<file path="src/rtl/sram_bank_sequencer.sv">
// Bennett phase-clock sequencer for the 2-port SRAM bank: generates the phase clocks,
// queues read/write requests and plays one request per frame into the bank.
module sram_bank_sequencer #(
    parameter int PHASES   = 10,
    parameter int ADDR_W   = 5,
    parameter int DATA_W   = 16,
    parameter int QDEPTH   = 4,
    parameter int ADDR_PH  = 2,
    parameter int DATA_PH  = 4,
    parameter int READ_PH  = 6,
    parameter int WRITE_PH = 8
) (
    input  logic              clk,
    input  logic              reset,
    input  logic              req_valid,
    output logic              req_ready,
    input  logic              req_write,
    input  logic [ADDR_W-1:0] req_addr_a,
    input  logic [ADDR_W-1:0] req_addr_b,
    input  logic [DATA_W-1:0] req_data,
    input  logic              pause,
    input  logic [DATA_W-1:0] sram_outA,
    input  logic [DATA_W-1:0] sram_outB,
    output logic [PHASES-1:0] clkp,
    output logic              Mclk,
    output logic              instFlag,
    output logic [ADDR_W-1:0] Addr_A,
    output logic [ADDR_W-1:0] Addr_B,
    output logic [DATA_W-1:0] din,
    output logic              ReadEn,
    output logic              WriteEn,
    output logic              RegWrtBar,
    output logic              rsp_valid,
    output logic [DATA_W-1:0] rsp_a,
    output logic [DATA_W-1:0] rsp_b
);

    localparam int STEPS = 2 * PHASES;
    localparam int SW    = $clog2(STEPS);
    localparam int PW    = $clog2(QDEPTH);

    localparam logic [SW-1:0] LAST_STEP  = SW'(STEPS - 1);
    localparam logic [SW-1:0] PEAK_STEP  = SW'(PHASES - 1);
    localparam logic [SW-1:0] RSP_STEP   = SW'(PHASES);
    localparam logic [SW-1:0] ADDR_STEP  = SW'(ADDR_PH);
    localparam logic [SW-1:0] DATA_STEP  = SW'(DATA_PH);
    localparam logic [SW-1:0] READ_STEP  = SW'(READ_PH);
    localparam logic [SW-1:0] READ_END   = SW'(WRITE_PH - 1);
    localparam logic [SW-1:0] WRITE_STEP = SW'(WRITE_PH);
    localparam logic [SW-1:0] WBAR_END   = SW'(STEPS - 1 - READ_PH);

    typedef enum logic [1:0] {
        OP_NOP   = 2'd0,
        OP_READ  = 2'd1,
        OP_WRITE = 2'd2
    } op_e;

    logic              r_running;
    logic [SW-1:0]     r_step;
    op_e               r_opKind;
    logic [ADDR_W-1:0] r_opAddrA;
    logic [ADDR_W-1:0] r_opAddrB;
    logic [DATA_W-1:0] r_opData;

    logic [ADDR_W-1:0] r_addrA;
    logic [ADDR_W-1:0] r_addrB;
    logic [DATA_W-1:0] r_din;
    logic [DATA_W-1:0] r_rspA;
    logic [DATA_W-1:0] r_rspB;

    logic              r_fifoWrite [QDEPTH];
    logic [ADDR_W-1:0] r_fifoAddrA [QDEPTH];
    logic [ADDR_W-1:0] r_fifoAddrB [QDEPTH];
    logic [DATA_W-1:0] r_fifoData  [QDEPTH];
    logic [PW:0]       r_wrPtr;
    logic [PW:0]       r_rdPtr;

    logic              w_full;
    logic              w_empty;
    logic              w_push;
    logic              w_pop;
    logic              w_hold;
    logic              w_frameLoad;
    logic [SW-1:0]     w_stepNext;
    op_e               w_headKind;
    op_e               w_nextKind;
    logic [ADDR_W-1:0] w_nextAddrA;
    logic [ADDR_W-1:0] w_nextAddrB;
    logic [DATA_W-1:0] w_nextData;

    // Extra pointer bit distinguishes full from empty when the indices match.
    assign w_empty     = (r_wrPtr == r_rdPtr);
    assign w_full      = (r_wrPtr[PW] != r_rdPtr[PW]) && (r_wrPtr[PW-1:0] == r_rdPtr[PW-1:0]);
    assign w_push      = req_valid && !w_full;
    assign w_hold      = r_running && (r_step == PEAK_STEP) && pause;
    assign w_frameLoad = !r_running || (r_step == LAST_STEP);
    assign w_pop       = w_frameLoad && !w_empty;
    assign w_headKind  = r_fifoWrite[r_rdPtr[PW-1:0]] ? OP_WRITE : OP_READ;

    always_comb begin
        w_stepNext = r_step;
        if (!r_running || r_step == LAST_STEP) begin
            w_stepNext = '0;
        end else if (!w_hold) begin
            w_stepNext = r_step + SW'(1);
        end
    end

    // The op seen by the next cycle, so step-aligned output updates work even at step 0.
    always_comb begin
        w_nextKind  = r_opKind;
        w_nextAddrA = r_opAddrA;
        w_nextAddrB = r_opAddrB;
        w_nextData  = r_opData;
        if (w_frameLoad) begin
            if (w_empty) begin
                w_nextKind = OP_NOP;
            end else begin
                w_nextKind  = w_headKind;
                w_nextAddrA = r_fifoAddrA[r_rdPtr[PW-1:0]];
                w_nextAddrB = r_fifoAddrB[r_rdPtr[PW-1:0]];
                w_nextData  = r_fifoData[r_rdPtr[PW-1:0]];
            end
        end
    end

    always_ff @(posedge clk) begin
        if (w_push) begin
            r_fifoWrite[r_wrPtr[PW-1:0]] <= req_write;
            r_fifoAddrA[r_wrPtr[PW-1:0]] <= req_addr_a;
            r_fifoAddrB[r_wrPtr[PW-1:0]] <= req_addr_b;
            r_fifoData[r_wrPtr[PW-1:0]]  <= req_data;
        end
    end

    always_ff @(posedge clk) begin
        if (reset) begin
            r_wrPtr <= '0;
            r_rdPtr <= '0;
        end else begin
            if (w_push) r_wrPtr <= r_wrPtr + (PW + 1)'(1);
            if (w_pop)  r_rdPtr <= r_rdPtr + (PW + 1)'(1);
        end
    end

    always_ff @(posedge clk) begin
        if (reset) begin
            r_running <= 1'b0;
            r_step    <= '0;
            r_opKind  <= OP_NOP;
            r_opAddrA <= '0;
            r_opAddrB <= '0;
            r_opData  <= '0;
            r_addrA   <= '0;
            r_addrB   <= '0;
            r_din     <= '0;
            r_rspA    <= '0;
            r_rspB    <= '0;
        end else begin
            r_running <= 1'b1;
            r_step    <= w_stepNext;
            r_opKind  <= w_nextKind;
            r_opAddrA <= w_nextAddrA;
            r_opAddrB <= w_nextAddrB;
            r_opData  <= w_nextData;
            if (w_stepNext == ADDR_STEP && w_nextKind != OP_NOP) begin
                r_addrA <= w_nextAddrA;
                r_addrB <= w_nextAddrB;
            end
            if (w_stepNext == DATA_STEP && w_nextKind == OP_WRITE) begin
                r_din <= w_nextData;
            end
            // Capture only on the cycle that actually leaves the peak, i.e. the last paused cycle.
            if (r_running && r_step == PEAK_STEP && !pause && r_opKind == OP_READ) begin
                r_rspA <= sram_outA;
                r_rspB <= sram_outB;
            end
        end
    end

    always_comb begin
        clkp = '0;
        for (int i = 0; i < PHASES; i++) begin
            clkp[i] = r_running && (i <= int'(r_step)) && (int'(r_step) <= STEPS - 1 - i);
        end
    end

    assign Mclk      = r_running && (r_step < RSP_STEP);
    assign instFlag  = r_running && (r_step == '0);
    assign ReadEn    = r_running && (r_opKind == OP_READ) && (r_step >= READ_STEP) && (r_step <= READ_END);
    assign WriteEn   = r_running && (r_opKind == OP_WRITE) && (r_step == WRITE_STEP);
    assign RegWrtBar = r_running && (r_opKind == OP_WRITE) && (r_step >= READ_STEP) && (r_step <= WBAR_END);
    assign rsp_valid = r_running && (r_opKind == OP_READ) && (r_step == RSP_STEP);
    assign req_ready = !w_full;
    assign Addr_A    = r_addrA;
    assign Addr_B    = r_addrB;
    assign din       = r_din;
    assign rsp_a     = r_rspA;
    assign rsp_b     = r_rspB;

endmodule

</file>
<file path="config.mk">
export PLATFORM = sky130hd
export DESIGN_NAME = sram_bank_sequencer
export DESIGN_NICKNAME = d
export VERILOG_FILES = /design/src/rtl/sram_bank_sequencer.sv
export SDC_FILE = /design/constraint.sdc
export NUM_CORES = 1
export LEC_CHECK = 0
export ABC_AREA = 1
export BUFFER_PORTS_ARGS = -buffer_cell sky130_fd_sc_hd__buf_2
export CORE_ASPECT_RATIO = 1.1
export CORE_MARGIN = 10
export CORE_UTILIZATION = 55
export CTS_CLUSTER_SIZE = 10
export DETAILED_ROUTE_END_ITERATION = 8
export PLACE_DENSITY = 0.75
export SLEW_MARGIN = 20
export SYNTH_ARGS = -nofsm -noshare
export SYNTH_HDL_FRONTEND = slang
export SYNTH_SLANG_ARGS = --single-unit
</file>
<file path="constraint.sdc">
create_clock -name clk -period 3.2 [get_ports clk]
set_input_delay 0.16 -clock clk [delete_from_list [all_inputs] [get_ports clk]]
set_output_delay 0.16 -clock clk [all_outputs]
set_load 0.03 [all_outputs]
</file>
# ---- Yosys cells after proc, flatten, opt, wreduce, memory -nomap -nowiden
# Memory sizes are Yosys's and may differ from the RTL's. A register that Yosys moved wholly into a read port is not among the register bits.
# Cells that the tools add are included.
# Widths: inputs -> output; s select.
dict set report op_classes {
  magnitude_cmp 23
  n_eq_ne 12
  reduce_logical 45
  n_addsub 3
  n_mux 22
}
# op count
set op_table {}
lappend op_table {{$logic_and 1x1->1} 38}
lappend op_table {{$le 5x4->1 const B} 7}
lappend op_table {{$mux 16} 2}
lappend op_table {{$mux 5} 6}
lappend op_table {{$mux 2} 11}
lappend op_table {{$le 3x5->1 const A} 4}
lappend op_table {{$le 5x5->1 const B} 4}
lappend op_table {{$eq 5x4->1 const B} 3}
lappend op_table {{$le 2x5->1 const A} 2}
lappend op_table {{$le 4x5->1 const A} 2}
lappend op_table {{$add 3x1->3 const B} 2}
lappend op_table {{$add 5x1->5 const B} 1}
lappend op_table {{$eq 5x2->1 const B} 1}
lappend op_table {{$eq 5x3->1 const B} 1}
lappend op_table {{$eq 5x5->1 const B} 1}
lappend op_table {{$ge 5x3->1 const B} 1}
lappend op_table {{$le 1x5->1 const A} 1}
lappend op_table {{$le 5x3->1 const B} 1}
lappend op_table {{$logic_not 5->1} 1}
lappend op_table {{$lt 5x4->1 const B} 1}
lappend op_table {{$eq 2x2->1 const B} 2}
lappend op_table {{$logic_not 1->1} 4}
lappend op_table {{$eq 3x3->1} 1}
lappend op_table {{$mux 1} 3}
lappend op_table {{other kinds (5)} 5}
dict set report totals {
  output_inout_bits 75
  n_memories 4
  reg_bits 98
  mem_bits_rw 108
  input_bits 63
}
# memory depth width rd rd_clocked_by_memory_dff write_ports line_no
set mem_list {}
lappend mem_list {r_fifoData 4 16 1 1 1 74} ;# logic [DATA_W-1:0] r_fifoData [QDEPTH];
lappend mem_list {r_fifoAddrA 4 5 1 1 1 72} ;# logic [ADDR_W-1:0] r_fifoAddrA [QDEPTH];
lappend mem_list {r_fifoAddrB 4 5 1 1 1 73} ;# logic [ADDR_W-1:0] r_fifoAddrB [QDEPTH];
lappend mem_list {r_fifoWrite 4 1 1 1 1 71} ;# logic r_fifoWrite [QDEPTH];

# ---- Depth between registers and ports, before layout
dict set report depth {
  ltp_word 7
  mapped_depth 14
  ltp_nobuf 13
}

# ---- Least setup slack after synthesis
# OpenSTA, ideal clock, no wires.
dict set report synth_timing {
  path_type {register -> register}
  startpoint {register r_wrPtr[0]}
  endpoint {memory r_fifoAddrA[3][0], enable pin}
  t_required_ns 2.787
  path_buffers 0
  stages_incl_launch_ff 7
  t_arrival_ns 2.320
  synth_period_minus_slack_ns 2.734
  setup_ns 0.413
  setup_slack_ns 0.466
  cell_sequence {dfxtp_1 inv_1 nand2_1 nand2_1 nand4_1 nand2_1 nor2_1}
}
dict set report synth_between {
  elab_chain_cells 6
}
# item line_no
set synth_rtl {}
lappend synth_rtl {{from (decl)} 75} ;# logic [PW:0] r_wrPtr;
lappend synth_rtl {{from (signal assigned)} 141} ;# if (w_push) r_wrPtr <= r_wrPtr + (PW + 1)'(1);
lappend synth_rtl {{$eq 2x2->1} 93} ;# assign w_full = (r_wrPtr[PW] != r_rdPtr[PW]) && (r_wrPtr[PW-1:0] == r_rdPtr[PW-1:0]);
lappend synth_rtl {{$logic_and 1x1->1} 93}
lappend synth_rtl {{$logic_not 1->1} n/a}
lappend synth_rtl {{via req_ready} 16} ;# output logic req_ready,
lappend synth_rtl {{$logic_and 1x1->1} 94} ;# assign w_push = req_valid && !w_full;
lappend synth_rtl {{$mux 1} 128} ;# if (w_push) begin
lappend synth_rtl {{$mux 1 (not written as such)} 130} ;# r_fifoAddrA[r_wrPtr[PW-1:0]] <= req_addr_a;
lappend synth_rtl {{to (decl)} 72}
# The timed path passes the listed nets, and every way through them passes these cells.

# ---- Worst setup path after layout
dict set report layout_timing {
  startpoint {register r_step[0]}
  endpoint {register r_din[4], in the netlist din[4]}
}
dict set report layout_between {
  elab_chain_cells 7
  word_cells_on_any_way 13
}
# item line_no
set layout_rtl {}
lappend layout_rtl {{from (decl)} 59} ;# logic [SW-1:0] r_step;
lappend layout_rtl {{from (signal assigned)} 161} ;# r_step <= w_stepNext;
lappend layout_rtl {{parallel branches: the longest is 7 deep, another holds $add 5x1->5} n/a}
lappend layout_rtl {{to (signal assigned)} 171} ;# r_din <= w_nextData;
lappend layout_rtl {{to (decl)} 67} ;# logic [DATA_W-1:0] r_din;
# Parallel ways; which one is timed is not known.
# A chain may end at the register's enable or synchronous reset.

==> results.sh <==
export IMPL_startpoint_type="register"
export IMPL_core_area_um2=15200
export IMPL_cts_resized=0
export IMPL_critPathRequiredTime_ns=3.58
export IMPL_io_pins=138
export IMPL_final_max_slew_violation_count=0
export IMPL_switching_share_pct=24.6
export IMPL_synthesis_area_um2=8580
export IMPL_syn2layout_area_growth_pct=24.1
export IMPL_synthArstFlopShare_pct=0
export IMPL_criticalPathCategory="register to register"
export IMPL_pwr_share_comb_pct=12.8
export IMPL_grt_overflow_total=0
export IMPL_p_switching_mw=1.52
export IMPL_finalHoldViolCount=0
export IMPL_ys_seq_area_share_pct=61.2
export IMPL_setup_ws_ns=0.733
export IMPL_grt_use_total_pct=17.7
export IMPL_rsz0062_at_grt="no"
export IMPL_pre_cts_ws_ns=0.827
export IMPL_via_count=6702
export IMPL_setup_worst_path_end_class="register"
export IMPL_clk_latency_ns=0.50
export IMPL_yosys_warnings=0
export IMPL_final_cell_mix="nor2_1 (157), buf_2 (137), nand2_1 (112)"
export IMPL_synth_enable_flop_cells=108
export IMPL_synth_simple_gate_area_share_pct=16.6
export IMPL_synth_compound_area_share_pct=12.9
export IMPL_synth_mux_area_share_pct=0
export IMPL_finalWeightedCongestion=0.913
export IMPL_cellPowerDensity_nw_per_um2=580
export IMPL_cts_buffers=24
export IMPL_hpwl_um=12300
export IMPL_fin_crit_sh_pct=77.1
export IMPL_drive_gt1_share_pct=19.4
export IMPL_finalSetupTns_ns=0
export IMPL_synth_adder_area_share_pct=1.46
export IMPL_status="completed"
export IMPL_cp_arrival_ns=2.85
export IMPL_drtPass1Iterations=5
export IMPL_drc=0
export IMPL_clk_path_buf_depth=3
export IMPL_synth_xor_area_share_pct=0.102
export IMPL_die_w_um=139
export IMPL_synth_net_count=982
export IMPL_internal_power_mw=4.66
export IMPL_synth_seq_cells=208
export IMPL_cts_sinks=208
export IMPL_tightest_slew_ns=0.699
export IMPL_avgSynthCellArea_um2=9.43
export IMPL_drtIter0Drc=493
export IMPL_clock_fmax_mhz=405
export IMPL_grt_pass1_vias=6455
export IMPL_skew_ns=0.0113
export IMPL_synth_area_leaders="edfxtp_1 (38%), dfxtp_1 (23%), nor2_1 (7.0%), nand2_1 (4.9%), o21ai_0 (4.1%)"
export IMPL_yosysUniqueCellTypes=35
export IMPL_max_cap_violations=0
export IMPL_antenna_found_initial=0
export IMPL_ir_worst_vdd_v=0.000328
export IMPL_viasPerCell=5.13
export IMPL_post_synth_top_area_cell="edfxtp_1"
export IMPL_clk_pin_slew_ns=0.05
export IMPL_htreeDepth=1
export IMPL_clockPowerShare_pct=38.8
export IMPL_fin_crit_ns=2.47
export IMPL_layout_commonest_cell="nor2_1"
export IMPL_wl_per_cell_um=15.0
export IMPL_hold_path_class="input pin to register"
export IMPL_dieArea_um2=21000
export IMPL_row_count=47
export IMPL_cp_max_fo=32
export IMPL_root_buffer="clkbuf_16"
export IMPL_synth_top_family_by_area="simple AND/OR/NAND/NOR gates"
export IMPL_leakagePower_nw=4.58
export IMPL_diodes=0
export IMPL_nets=1167
export IMPL_cts_tree="done"
export IMPL_antenna_left=0
export IMPL_portBuffers=137
export IMPL_start_util_pct=56.5
export IMPL_grt_max_degree=65
export IMPL_ys_flop_type="edfxtp_1"
export IMPL_die_h_um=151
export IMPL_sequentialPowerShare_pct=48.4
export IMPL_synth_top_area_share_pct=37.8
export IMPL_setup_viol=0
export IMPL_slew_headroom_pct=53.4
export IMPL_wirelength_um=19600
export IMPL_syn_inst=909
export IMPL_grt_pass1_wl_um=31800
worst max-delay path, cell delays in order, from the launching register on:
cell	delay, ns
dfxtp_1	0.53
ha_1	0.33
nand2_1	0.08
inv_1	0.07
nand2_1	0.08
nand2_2	0.11
inv_2	0.09
nand3b_2	0.12
nand2_2	0.09
nor2_4	0.54
nand3_1	0.18
nand2_1	0.10
nor2_1	0.04
worst paths after layout:
path	from	end	slack, ns	cells after the start
min reg2reg	Addr_A[2]	Addr_A[2]	0.47	2
max	r_step[0]	din[4]	0.73	12
max reg2reg	r_step[0]	din[4]	0.73	12
min	pause	r_step[1]	0.16	4
metal layers:
metal	vias up	share of wire, %	routed length [um]	global-route usage [%]
met2	254	46	9030	29.0
li1	3415	-	-	-
met4	0	1.7	327	4.70
met1	3000	43	8470	22.4
met3	33	8.9	1750	5.57
met5	-	0	0	0
Yosys cell counts, types with 14 or more instances:
library cell	number
inv_1	91
nand3_1	31
clkbuf_1	23
nand4_1	15
o22ai_1	17
nor2_1	161
dfxtp_1	100
o21ai_0	70
a21oi_2	14
a21oi_1	47
edfxtp_1	108
nand2_1	112
o21ai_1	47
final cells by class:
| cell class | count | area (um^2) |
|---|---|---|
| inverter | 100 | 382 |
| multi-input combinational | 550 | 2680 |
| timing repair buffer | 210 | 1410 |
| sequential | 208 | 5250 |
| clock buffer | 42 | 689 |
| tap | 196 | 245 |
| fill | 1087 | 4530 |
state kept, by name (all words and copies together), names as in the netlist, named ones only:
| name | flops |
|---|---|
| r_wrPtr | 3 |
| din | 16 |
| Addr_B | 5 |
| r_fifoWrite | 4 |
| r_fifoAddrA | 20 |
| r_opData | 16 |
| r_fifoData | 64 |
| r_opAddrA | 5 |
| Addr_A | 5 |
| r_opKind | 2 |
| r_opAddrB | 5 |
| r_rdPtr | 3 |
| rsp_a | 16 |
| r_fifoAddrB | 20 |
| r_step | 5 |
| r_running | 1 |
| rsp_b | 16 |
power groups by stage:
stage	registers, mW	logic (mW)	clock network (mW)
final	2.99	0.791	2.39
after global routing	3.00	0.900	2.55
after CTS	2.99	0.785	2.44
after detailed placement	3.04	0.723	0
after global placement	3.04	0.714	0
after floorplan	3.04	0.519	0
per-stage QoR:
| stage | hold WS, ns | total power [mW] | util, % | cells | instance area, um^2 |
|---|---|---|---|---|---|
| floorplan | 0.259 | 3.56 | - | 909 | 8580 |
| global placement | 0.374 | 3.75 | 61.7 | 1205 | 9360 |
| detailed placement | 0.375 | 3.77 | 61.7 | 1205 | 9360 |
| CTS | 0.134 | 6.22 | 70.1 | 1306 | 10600 |
| global route | 0.184 | 6.45 | 70.1 | 1306 | 10600 |
| finish | 0.155 | 6.18 | 70.1 | 1306 | 10600 |
kinds of logic (layout without fill, tap and decap cells):
logic type      after synthesis  after routing
fa+ha+maj                    10             10
simple gates                337            337
flops                       208            208
compound gates              202            202
buf+inv                     151            352
xor+xnor                      1              1
what timing repair did:
action | 4_1_cts | 5_1_grt
hold endpoints to repair | 140 | 0
hold buffers | 59 | 0
buffers inserted | 0 | 0
Power figures use the tool's default switching activity.
